**config.mk**
```make
export PLATFORM = sky130hd
export DESIGN_NAME = axi_write_join
export DESIGN_NICKNAME = d
export VERILOG_FILES = /design/src/rtl/axi_write_join.sv
export SDC_FILE = /design/constraint.sdc
export NUM_CORES = 1
export LEC_CHECK = 0
export ABC_AREA = 1
export BUFFER_PORTS_ARGS = -buffer_cell sky130_fd_sc_hd__buf_2
export CAP_MARGIN = 10
export CORE_AREA = 2 2 280 282
export DETAILED_ROUTE_END_ITERATION = 7
export DIE_AREA = 0 0 282 284
export GPL_TIMING_DRIVEN = 0
export PLACE_DENSITY = 0.39
export SLEW_MARGIN = 20
export SYNTH_ARGS = -nofsm -noshare
export SYNTH_HDL_FRONTEND = slang
export SYNTH_SLANG_ARGS = --single-unit
```
**constraint.sdc**
```tcl
create_clock -name clk -period 1.4 [get_ports clk]
set_clock_uncertainty 0.05 [all_clocks]
set_input_delay 0.21 -clock clk [delete_from_list [all_inputs] [get_ports clk]]
set_output_delay 0.21 -clock clk [all_outputs]
set_load 0.01 [all_outputs]
```
**src/rtl/axi_write_join.sv**
```systemverilog
// axi_write_join
// Joins the independent AXI write-address (AW) and write-data (W) channels
// into one combined write request for the downstream AXI-to-UMI write stage.
// Only one transaction is in flight at a time:
//   COLLECT : gather one AW beat and one W beat, in any order and with any gap
//   SEND    : present the joined address/data/strobes until downstream accepts
//   RESP    : return an OKAY B response, then go back to collecting
// A synchronous reset drops any partially collected or unacknowledged
// transaction without issuing a B response for it.

module axi_write_join (
   input  logic         clk,
   input  logic         rst,

   // AXI write-address channel
   input  logic         s_awvalid,
   output logic         s_awready,
   input  logic [63:0]  s_awaddr,

   // AXI write-data channel
   input  logic         s_wvalid,
   output logic         s_wready,
   input  logic [255:0] s_wdata,
   input  logic [31:0]  s_wstrb,

   // AXI write-response channel
   output logic         s_bvalid,
   input  logic         s_bready,
   output logic [1:0]   s_bresp,

   // Joined write towards the downstream stage
   output logic         m_valid,
   input  logic         m_ready,
   output logic [63:0]  m_addr,
   output logic [255:0] m_data,
   output logic [31:0]  m_strb
);

   typedef enum logic [1:0] {
      COLLECT = 2'd0,
      SEND    = 2'd1,
      RESP    = 2'd2
   } state_t;

   state_t         state;

   // One-entry slots for each incoming channel
   logic           aw_full;
   logic           w_full;
   logic [63:0]    addr_q;
   logic [255:0]   data_q;
   logic [31:0]    strb_q;

   // Registered handshake outputs, kept in step with the state register
   logic           m_valid_q;
   logic           b_valid_q;

   // Handshake and slot-completion terms
   logic           in_collect;
   logic           aw_hs;
   logic           w_hs;
   logic           aw_done;
   logic           w_done;
   logic           m_hs;
   logic           b_hs;

   assign in_collect = (state == COLLECT);

   // Ready only while collecting and only for a slot that is still empty.
   // Gated by rst so that nothing is advertised while reset is held.
   assign s_awready  = ~rst & in_collect & ~aw_full;
   assign s_wready   = ~rst & in_collect & ~w_full;

   assign aw_hs      = s_awvalid & s_awready;
   assign w_hs       = s_wvalid  & s_wready;

   // A slot counts as full if it already was or is being filled this cycle
   assign aw_done    = aw_full | aw_hs;
   assign w_done     = w_full  | w_hs;

   assign m_valid    = ~rst & m_valid_q;
   assign s_bvalid   = ~rst & b_valid_q;

   // m_valid_q / b_valid_q are only ever set in SEND / RESP, so these
   // handshakes automatically ignore stray ready signals in other states
   assign m_hs       = m_valid & m_ready;
   assign b_hs       = s_bvalid & s_bready;

   // Every write is completed successfully
   assign s_bresp    = 2'b00;

   assign m_addr     = addr_q;
   assign m_data     = data_q;
   assign m_strb     = strb_q;

   // Transaction sequencer: slot flags, state and registered valid outputs
   always_ff @(posedge clk) begin
      if (rst) begin
         state     <= COLLECT;
         aw_full   <= 1'b0;
         w_full    <= 1'b0;
         m_valid_q <= 1'b0;
         b_valid_q <= 1'b0;
      end else begin
         case (state)
            COLLECT: begin
               if (aw_hs) begin
                  aw_full <= 1'b1;
               end
               if (w_hs) begin
                  w_full <= 1'b1;
               end
               if (aw_done && w_done) begin
                  state     <= SEND;
                  m_valid_q <= 1'b1;
               end
            end

            SEND: begin
               if (m_hs) begin
                  state     <= RESP;
                  m_valid_q <= 1'b0;
                  b_valid_q <= 1'b1;
                  aw_full   <= 1'b0;
                  w_full    <= 1'b0;
               end
            end

            RESP: begin
               if (b_hs) begin
                  state     <= COLLECT;
                  b_valid_q <= 1'b0;
               end
            end

            default: begin
               state     <= COLLECT;
               aw_full   <= 1'b0;
               w_full    <= 1'b0;
               m_valid_q <= 1'b0;
               b_valid_q <= 1'b0;
            end
         endcase
      end
   end

   // Capture address, data and strobes verbatim on their own handshakes
   always_ff @(posedge clk) begin
      if (rst) begin
         addr_q <= 64'd0;
         data_q <= 256'd0;
         strb_q <= 32'd0;
      end else begin
         if (aw_hs) begin
            addr_q <= s_awaddr;
         end
         if (w_hs) begin
            data_q <= s_wdata;
            strb_q <= s_wstrb;
         end
      end
   end

endmodule

```
* Word level (Yosys, flattened, before mapping)
Cells that the tools add are included.
Widths: inputs -> output; s select.
** Storage, ports and cells
- Output and inout bits :: 358
- Input port bits :: 358
- Logic and storage cells :: 52
- Bits in registers :: 358
** Operators by class
- Mux-type cells :: 14
- Bitwise logic cells :: 16
- Reductions and logical operators :: 7
- Eq/ne operators :: 7
** Operators with widths (number)
- $reduce_and 3->1 :: 5
- $pmux 1 s3 :: 4
- $and 1x1->1 :: 9
- $mux 1 :: 6
- $mux 2 :: 3
- $ne 2x1->1 const B :: 3
- $pmux 2 s3 :: 1
- $not 1->1 :: 5
- $ne 2x2->1 const B :: 2
- $eq 2x1->1 const B :: 1
- $eq 2x2->1 const B :: 1
- $logic_not 2->1 :: 1
- $or 1x1->1 :: 2
- $logic_and 1x1->1 :: 1

* Depth between registers and ports, before layout
Gate-level depths: netlist of the first run.
- Word-level depth :: 8
- Gate-level depth with buffers :: 8
- Mapped depth without buffers :: 6

* Worst setup path after synthesis of the first run
No wires, ideal clock.
- Kind :: reg2reg
- Start :: reg state[1]
- End :: reg data_q[235] (netlist: m_data[235])
- Path slack :: -227 ps
- Buffers on the path :: 2
- Period minus slack after synthesis :: 1627 ps
- Data required time :: 1218 ps
- Setup time :: 132 ps
- Stages on the path, launching flop included :: 9
- Data arrival time :: 1445 ps
- Cells stage by stage :: dfxtp_1 -> nor2_1 -> nand2_2 -> nor2_1 -> nand2_1 -> buf_2 -> buf_2 -> nand2_1 -> a21oi_1
** Between the ends
- Cells in the longest elaborated chain, start to end :: 4
** RTL lines
- start: declaration :: line 45 : state_t state;
- start signal: assignment :: line 99 : state <= COLLECT;
- start signal: assignment :: line 114 : state <= SEND;
- start signal: assignment :: line 121 : state <= RESP;
- $logic_not 2->1 :: line 67 : assign in_collect = (state == COLLECT);
- $and 1x1->1 (2 in a row) :: line 72 : assign s_wready = ~rst & in_collect & ~w_full;
- net s_wready :: line 22 : output logic s_wready,
- $and 1x1->1 :: line 75 : assign w_hs = s_wvalid & s_wready;
- end signal: assignment :: line 158 : data_q <= s_wdata;
- end: declaration :: line 51 : logic [255:0] data_q;
The timed path passes the listed nets, and every way through them passes these cells.
A chain may end at the register's enable or synchronous reset.

* Worst setup path in the final report of the first run
- Start :: reg state[1]
- End :: reg data_q[180] (netlist: m_data[180])
** Between the ends
- Cells in the longest elaborated chain, start to end :: 4
** RTL lines (line)
- $logic_not 2->1 :: 67
- $and 1x1->1 (2 in a row) :: 72
- $and 1x1->1 :: 75
Every way passes these cells.

==> results by stage, run 1 <==
Synthesis:
- The most common cell in the synthesized netlist is sky130_fd_sc_hd__nand2_1.
- The multiplexer share of the synthesized area is 0.
- The post-synthesis share of cell area spent on full adders, half adders and majority gates is 0.
- After synthesis, the largest family of logic cells by area is simple AND/OR/NAND/NOR gates.
- The area fraction in compound gates after synthesis is 0.1469.
- The summed instance area of the synthesized netlist is 0.01228 mm².
- The simple-gate share of the synthesized area is 0.2253.
- Ranked by total cell area, the synthesized netlist is headed by sky130_fd_sc_hd__dfxtp_1 58%, sky130_fd_sc_hd__nand2_1 22%, sky130_fd_sc_hd__a21oi_1 15%.
- The biggest area contributor in the post-synthesis netlist is sky130_fd_sc_hd__dfxtp_1.
- The number of warnings issued by yosys is 0.
- Of the post-synthesis cell area, the dominant cell type holds 0.5835.
- The commonest cells after synthesis are 715 x sky130_fd_sc_hd__nand2_1, 358 x sky130_fd_sc_hd__dfxtp_1, 356 x sky130_fd_sc_hd__a21oi_1.
- Synthesis produced a netlist whose cell count is 1572.
- The portion of the post-synthesis area used by sequential elements is 0.5835.
- The number of enable flip-flop cells after synthesis is 0.
- The xor/xnor share of the synthesized area is 0.
- The total of flip-flops plus latches after synthesis is 358.
- The flip-flop cell with the highest count after synthesis is sky130_fd_sc_hd__dfxtp_1.
- The average instance area after synthesis is 7.813 µm².
- Of all flip-flops after synthesis, the portion carrying an async set or reset was 0.
- In this run, distinct cell masters in the synthesized netlist total 18.

Route:
- The final route contains 15750 vias.
- In the routed layout, each cell is associated on average with a via count of 4.087.
- The average routed wire per standard cell is 17.98 µm.
- The pre-antenna-repair detailed-routing pass consisted of 5 iterations.
- The violation count after the first detailed-route iteration is 567.
- After detailed routing, the total wire length is 69280 µm.
- The final antenna-violating net count is 0.
- For this run, design rule violations remaining after detail routing come to 0.

CTS:
- TritonCTS built the clock tree.
- The tree is rooted in a sky130_fd_sc_hd__clkbuf_16.
- Buffers inserted during clock tree synthesis total 45.
- CTS saw 358 sinks.
- The maximum level of the CTS H-tree is 2.
- The clock reaches the later pin of the worst-skew pair after 0.55 ns.
- The clock transition at the registers of the reported paths is 0.06 ns.
- The clock passes through at most 3 buffers.

Die:
- The total area inside the core boundary comes to 0.07696 mm².
- From bottom edge to top edge, the die measures 284 µm.
- The I/O pin total is 716.
- The floorplan step defined a die boundary enclosing 0.08009 mm².
- The count of standard-cell rows is 102.
- The initial utilization of the core area, before any placement, comes to 0.1596.
- The die width is 282 µm.

Placed design:
- Input and output buffers added on the ports amount to 713.
- At the placement stage, the worst setup path has a slack of -1.177 ns.
- The number of placed instances, taps included, is 3326.
- Once placement finished, the instance area stood at 0.01735 mm².
- The routability congestion estimate from global placement is 0.8558.
- Summed over all nets, the half-perimeter wirelength after detailed placement is 45540 µm.

Layout:
- The post-route standard cell area excluding fillers is 0.02799 mm².
- The number of cells in the finished layout apart from fillers is 3853.
- The share of cells above drive strength 1 is 0.5590.
- From synthesis to final layout, the design area changed by 127.9%.
- The net count of the finished layout is 3134.
- The core occupancy in the finished layout is 0.3637.

Timing:
- The slew at the pin with the worst max-slew slack is 1.071 ns.
- The final count of hold timing violations is 0.
- In the finished design, the share of the clock period the worst path needs comes to 1.245.
- The minimum setup slack in the final design is -0.3437 ns.
- After layout, the minimum clock period comes to 1.744 ns.
- The total of endpoints with negative setup slack in the final report is 365.
- The peak clock frequency supported by timing is 573.5 MHz.
- The worst hold-check slack is 0.04541 ns.
- The tightest slew margin relative to the limit is 0.2860.
- The total negative slack is -78.08 ns.
- Setup repair after global routing could not meet its margin everywhere.
- The count of final max-slew check failures was 0.

Critical path:
- The cell with the largest stage delay on the worst path is sky130_fd_sc_hd__dfxtp_4.
- The biggest fanout along the worst timing path is 7.
- In this design, the stage delay of the slowest critical-path cell is 0.35 ns.
- The critical path required time is 1.84 ns.
- The worst setup path is of the register to register kind.
- Setup slack on the worst reg-to-reg path comes out at -0.34 ns.
- The critical path data arrival time is 2.19 ns.
- The signal on the critical path passes through nor2_4 > nand2_4 > nor3_4 > buf_12 > buf_8 > buf_12 > buf_12 > nand2_2 > a21oi_2.
- The number of buffers and inverters on the critical path is 4.
- The kind of cell with the highest combined delay on the critical path is buffers and inverters.
- STA classifies the critical path endpoint as a register.
- STA classifies the critical path startpoint as a register.
- The dominant cell type by count on the critical path is sky130_fd_sc_hd__buf_12.

Worst hold path:
- The classification of the worst-slack hold path is primary input to register.

Run status:
- The final reports fail on negative setup slack.
- The flow ran to the end, but the final reports show violations.

Pwr:
- The total power per unit cell area is 1075 mW/mm².
- The total chip power is 30.10 mW.
- The leakage power of the design is 12.68 nW.
- IR analysis of the VDD net gives a maximum drop of 0.7017 mV.

Global route:
- The via count of the first global-routing pass came to 16190.
- The number of antenna violations at the first check in global routing is 1.
- The first global-routing pass estimated 96320 µm of wire.
- Entering global routing, the biggest net connects 12 pins.
- Across every metal layer, demand over resource in global routing totals 0.1577.
- The total overflow reported by the global router is 0.

Flow run:
- Max-cap violations in this run came to 0.
path summary, 6_finish.rpt:
kind / from / endpoint / depth (start not counted)
max reg2reg: state[1] / m_data[180] / 9
min reg2reg: m_addr[1] / m_addr[1] / 2
max: state[1] / m_data[180] / 9
min: rst / aw_full / 4
area by class of cell:
| cell class | count | area, µm² |
|---|---|---|
| clock inverters | 14 | 130.1 |
| repair buffers | 1161 | 9071 |
| flip-flops and latches | 358 | 7172 |
| diodes | 1 | 2.502 |
| multi-input cells | 1091 | 7569 |
| clock buffers | 69 | 1399 |
| fillers | 7757 | 48960 |
| well taps | 1040 | 1301 |
| plain buffers | 111 | 1318 |
| inverters | 8 | 30.03 |
flip-flops by register name (all words and copies together), names as in the netlist:
| signal | cells |
|---|---|
| w_full | 1 |
| m_data | 256 |
| m_valid_q | 1 |
| m_addr | 64 |
| state | 2 |
| aw_full | 1 |
| m_strb | 32 |
| b_valid_q | 1 |
worst register-to-register path, delay by kind of cell, from the launching register on:
family	cells	cell delay, ns
AOI/OAI and AO/OA	1	0.14
buffers and inverters	4	0.60
DFF	1	0.35
and+or+nand+nor	4	0.54
repair_timing:
action,4_1_cts,5_1_grt
pin swaps,120,131
endpoints found under the setup margin,370,412
hold endpoints to repair,354,0
gates cloned,52,10
setup buffers,41,5
resized for setup,582,540
hold buffers,354,0
cell usage in the layout, fill, tap and decap left out, types with 3 or more instances in the layout:
master,n
sky130_fd_sc_hd__clkbuf_16,63
sky130_fd_sc_hd__buf_4,14
sky130_fd_sc_hd__buf_12,54
sky130_fd_sc_hd__inv_1,7
sky130_fd_sc_hd__nand2_8,3
sky130_fd_sc_hd__nand2_1,337
sky130_fd_sc_hd__buf_16,34
sky130_fd_sc_hd__a21oi_2,227
sky130_fd_sc_hd__nand3_1,5
sky130_fd_sc_hd__clkbuf_2,8
sky130_fd_sc_hd__clkbuf_1,42
sky130_fd_sc_hd__clkbuf_8,22
sky130_fd_sc_hd__clkinv_2,9
sky130_fd_sc_hd__nand2_4,225
sky130_fd_sc_hd__dlygate4sd3_1,354
sky130_fd_sc_hd__o21ai_0,3
sky130_fd_sc_hd__buf_2,713
sky130_fd_sc_hd__nand2_2,151
sky130_fd_sc_hd__dfxtp_1,356
sky130_fd_sc_hd__buf_8,23
sky130_fd_sc_hd__buf_6,8
sky130_fd_sc_hd__clkbuf_4,5
sky130_fd_sc_hd__a21oi_1,129
report_power, final:
group	internal, mW	switching (mW)	total (mW)
combinational	3.52	3.39	6.91
clock	7.23	4.74	12.0
sequential	10.8	0.430	11.2
total	21.5	8.56	30.1
kinds of logic after synthesis:
kind of cell | count (synthesis)
buf+inv | 124
simple gates | 729
flops | 358
compound gates | 360
other cells | 1
metal layers:
metal,global-route usage,up-vias,share of wire
met4,0.06170,0,0.038
met2,0.2766,553,0.50
met3,0.03820,138,0.063
met5,0,-,0
li1,-,7507,-
met1,0.1829,7551,0.40
(Power assumes the default switching activity.)
==> inputs of run 2 (changes only) <==
==> constraint.sdc (replaced) <==
create_clock -name clk -period 1.5 [get_ports clk]
set_clock_uncertainty 0.05 [all_clocks]
set_input_delay 0.225 -clock clk [delete_from_list [all_inputs] [get_ports clk]]
set_output_delay 0.225 -clock clk [all_outputs]
set_load 0.01 [all_outputs]
==> run 2 against run 1 <==
The flow still finishes with violations (negative setup slack). Wire length fell by 10%. Non-clock buffer count decreased by 62. Combinational power down 33%. Sequential power is 7% lower. Worst hold slack better by 0.013 ns. Cell area fell by 16%. Flip-flop and latch count is the same. First-iteration DRC count is 13% lower. Critical path type is now register to output port. Critical endpoint is now s_wready. Largest power group unchanged.
==> results by stage, run 2 (same netlist as run 1, synthesis figures left out) <==
Critical path:
- The biggest fanout along the worst timing path came to 6 (-1).
- The logic depth of the worst setup path including buffers is 4 (-5).
- The worst-case register-to-register setup slack was -0.19 ns (+0.15 ns).
- The worst setup path is of the register to output port kind.
- The dominant cell type by count on the critical path is sky130_fd_sc_hd__nor2_4.
- The critical path required time came to 1.22 ns (-0.62 ns).
- The worst setup path is captured at an output port.
- The critical path data arrival time was 1.42 ns (-0.77 ns).
- The sort of element at the start of the critical path is a register.
- On the critical path the largest part of the delay comes from simple AND/OR/NAND/NOR gates.
- Traced cell by cell, the critical path runs through nor2_4 > nand2_4 > nor2_4 > buf_6.
- The total buffers and inverters traversed by the critical path is 1 (-3).
- The endpoint identified for the worst register-to-register timing path is m_data[236].
- The maximum single-stage delay on the critical path was 0.34 ns (about the same).
- The largest individual stage delay along the critical path comes from the cell sky130_fd_sc_hd__dfxtp_2.
- The depth of the most critical reg-to-reg path is 8 (-1).
- The worst register-to-register path begins at state[1].

Route:
- The average routed wire per standard cell is 16.44 µm (-8.5%).
- The routed via count was 14850 (-5.7%).
- The detailed-routing iteration count for the pre-antenna-repair pass was 5 (unchanged).
- The top routing layer in use is met5.
- The detailed-route DRC error count was 0 (unchanged).
- The routed metal-1 wirelength came to 24180 µm (-13%).
- The final antenna-violating net count is 0 (unchanged).
- The total length of routed met2 wires came to 31710 µm (-8.2%).
- The violation count after the first detailed-route iteration was 492 (-13%).
- The detail-routed via count per cell is 3.918 (-4.1%).
- The post-detailed-routing wire length came to 62320 µm (-10%).
- The wire length on met3 came to 4282 µm (-1.2%).

Worst hold path:
- The classification of the worst-slack hold path is primary input to register.
- The worst hold path begins at rst.
- The worst hold path terminates at aw_full.
- The cell count of the worst hold path is 4 (unchanged).

Pwr:
- The total power per unit cell area was 1086 mW/mm² (+1.0%).
- The net switching power of the design was 6.839 mW (-20%).
- The internal power is 18.77 mW (-13%).
- The register share of total power came to 0.405 (+0.033).
- The largest voltage drop on the vdd net was 0.7709 mV (+9.9%).
- The portion of total power attributed to combinational logic is 0.181 (-0.049).
- The leakage power of the design is 10.47 nW (-17%).
- The switching share of power is 0.2671 (-0.01730).
- The clock network fraction of design power is 0.414 (+0.016).
- The total chip power came to 25.61 mW (-15%).

Layout:
- The most common cell after layout, fill and taps aside is sky130_fd_sc_hd__buf_2.
- The top cell types in the final layout, fill and taps aside, are 712 x sky130_fd_sc_hd__buf_2, 692 x sky130_fd_sc_hd__nand2_1, 356 x sky130_fd_sc_hd__dfxtp_1.
- The count of nets after finishing is 3072 (-2.0%).
- The share of cells above drive strength 1 is 0.3468 (-0.2122).
- The number of cells in the finished layout apart from fillers is 3790 (-1.6%).
- The flip-flop count of the largest register after layout is 256 (unchanged).
- Relative to the synthesized area, the layout overhead comes to 91.94%.

Timing:
- The total of endpoints with negative setup slack in the final report was 350 (-4.1%).
- The final count of hold timing violations is 0 (unchanged).
- The slew at the pin with the worst max-slew slack came to 0.8837 ns (-0.1874 ns).
- Setup repair after global routing could not meet its margin everywhere.
- The total negative slack is -38.37 ns (+39.71 ns).
- The minimum setup slack in the final design was -0.1928 ns (+0.1509 ns).
- The count of final max-slew check failures is 0 (unchanged).
- The post-route minimum period is 1.693 ns.
- The tightest slew margin relative to the limit came to 0.4109 (+0.1249).
- Static timing analysis puts the maximum clock frequency at 590.7 MHz.
- The worst hold-check slack is 0.05812 ns (+0.01271 ns).
- Of the available clock period, the critical path in the final layout requires 1.129.

CTS:
- The clock sink count is 358 (unchanged).
- The clock transition at the registers of the reported paths is 0.06 ns (about the same).
- The CTS tree is yes.
- The clock latency at the later pin of the worst-skew pair is 0.56 ns (about the same).
- The number of buffers created by CTS is 44 (-2.2%).
- The maximum level of the CTS H-tree came to 2 (unchanged).
- The maximum clock insertion buffer count came to 3 (unchanged).
- In this run the clock root is driven by a sky130_fd_sc_hd__clkbuf_16.

Run status:
- The checks that failed: negative setup slack.
- The run finished, with violations left.

Placed design:
- The count of buffers from port buffering is 713 (unchanged).
- The number of cells after detailed placement came to 3326 (unchanged).
- The half-perimeter wire length of the detailed placement result was 46930 µm (+3.1%).
- The routability congestion estimate from global placement is 0.8529 (-0.34%).
- The worst slack after detailed placement is -1.314 ns (-0.1371 ns).

Global route:
- The maximum number of pins on one net before global-route repair is 13 (+1).
- The via count of the first global-routing pass was 15120 (-6.6%).
- The total global-route track usage was 0.1445 (-0.01320).
- The number of antenna violations at the first check in global routing came to 2 (+1).
- The global-route wire length before repair is 88690 µm (-7.9%).
- The total overflow reported by the global router is 0 (unchanged).

Die:
- The die width is 282 µm (unchanged).
- The count of standard-cell rows is 102 (unchanged).
- The die outline area is 0.08009 mm² (unchanged).
- The die height is 284 µm (unchanged).
- The I/O pin total is 716 (unchanged).
- The core outline area is 0.07696 mm² (unchanged).
- The starting density of the core was 0.1596 (unchanged).

Flow run:
- The max-capacitance violation count is 0 (unchanged).
run 2: stage by stage:
step,area (µm²),util
after global placement,17160,0.2230
final,23570,0.3063
after floorplan,12290,-
after global routing,23570,0.3063
after detailed placement,17160,0.2230
after CTS,22980,0.2987
run 2: worst max path at each step:
stage / to / startpoint
after detailed placement: m_data[34] / state[0]
after floorplan: m_data[235] / state[1]
final: s_wready / state[1]
after global placement: m_data[34] / state[0]
after CTS: s_wready / state[0]
after global routing: m_data[193] / state[1]
run 2: area by class of cell:
| type | instances | area, µm² |
|---|---|---|
| Sequential cell | 358 | 7172 |
| Clock buffer | 69 | 1286 |
| Antenna cell | 2 | 5.005 |
| Clock inverter | 11 | 135.1 |
| Inverter | 8 | 30.03 |
| Fill cell | 8277 | 53380 |
| Buffer | 116 | 1196 |
| Timing Repair Buffer | 1094 | 7590 |
| Tap cell | 1040 | 1301 |
| Multi-Input combinational cell | 1092 | 4858 |
run 2: layer usage:
| layer | track usage | vias to the layer above |
|---|---|---|
| met1 | 0.1553 | 6869 |
| li1 | - | 7345 |
| met3 | 0.03664 | 112 |
| met5 | 0 | - |
| met4 | 0.05545 | 2 |
| met2 | 0.2676 | 522 |
run 2: power groups by stage:
stage | Combinational [mW] | Sequential [mW] | Clock, mW
3_3_place_gp | 3.17 | 10.5 | 0
6_report | 4.62 | 10.4 | 10.6
3_5_place_dp | 3.19 | 10.6 | 0
2_1_floorplan | 1.22 | 10.8 | 0
4_1_cts | 4.40 | 10.4 | 11.0
5_1_grt | 5.02 | 10.4 | 11.3
run 2: what timing repair did:
action	CTS	global route
endpoints found under the setup margin	356	360
gates resized for setup	192	119
cloned	5	7
hold buffers	354	0
setup buffers	10	6
hold endpoints to repair	354	0
pin swaps	14	5
run 2: worst min-delay path, delay by kind of cell:
family	cells	cell delay, ns
AOI/OAI and AO/OA	1	0.04
buffers and inverters	2	0.25
and+or+nand+nor	1	0.11
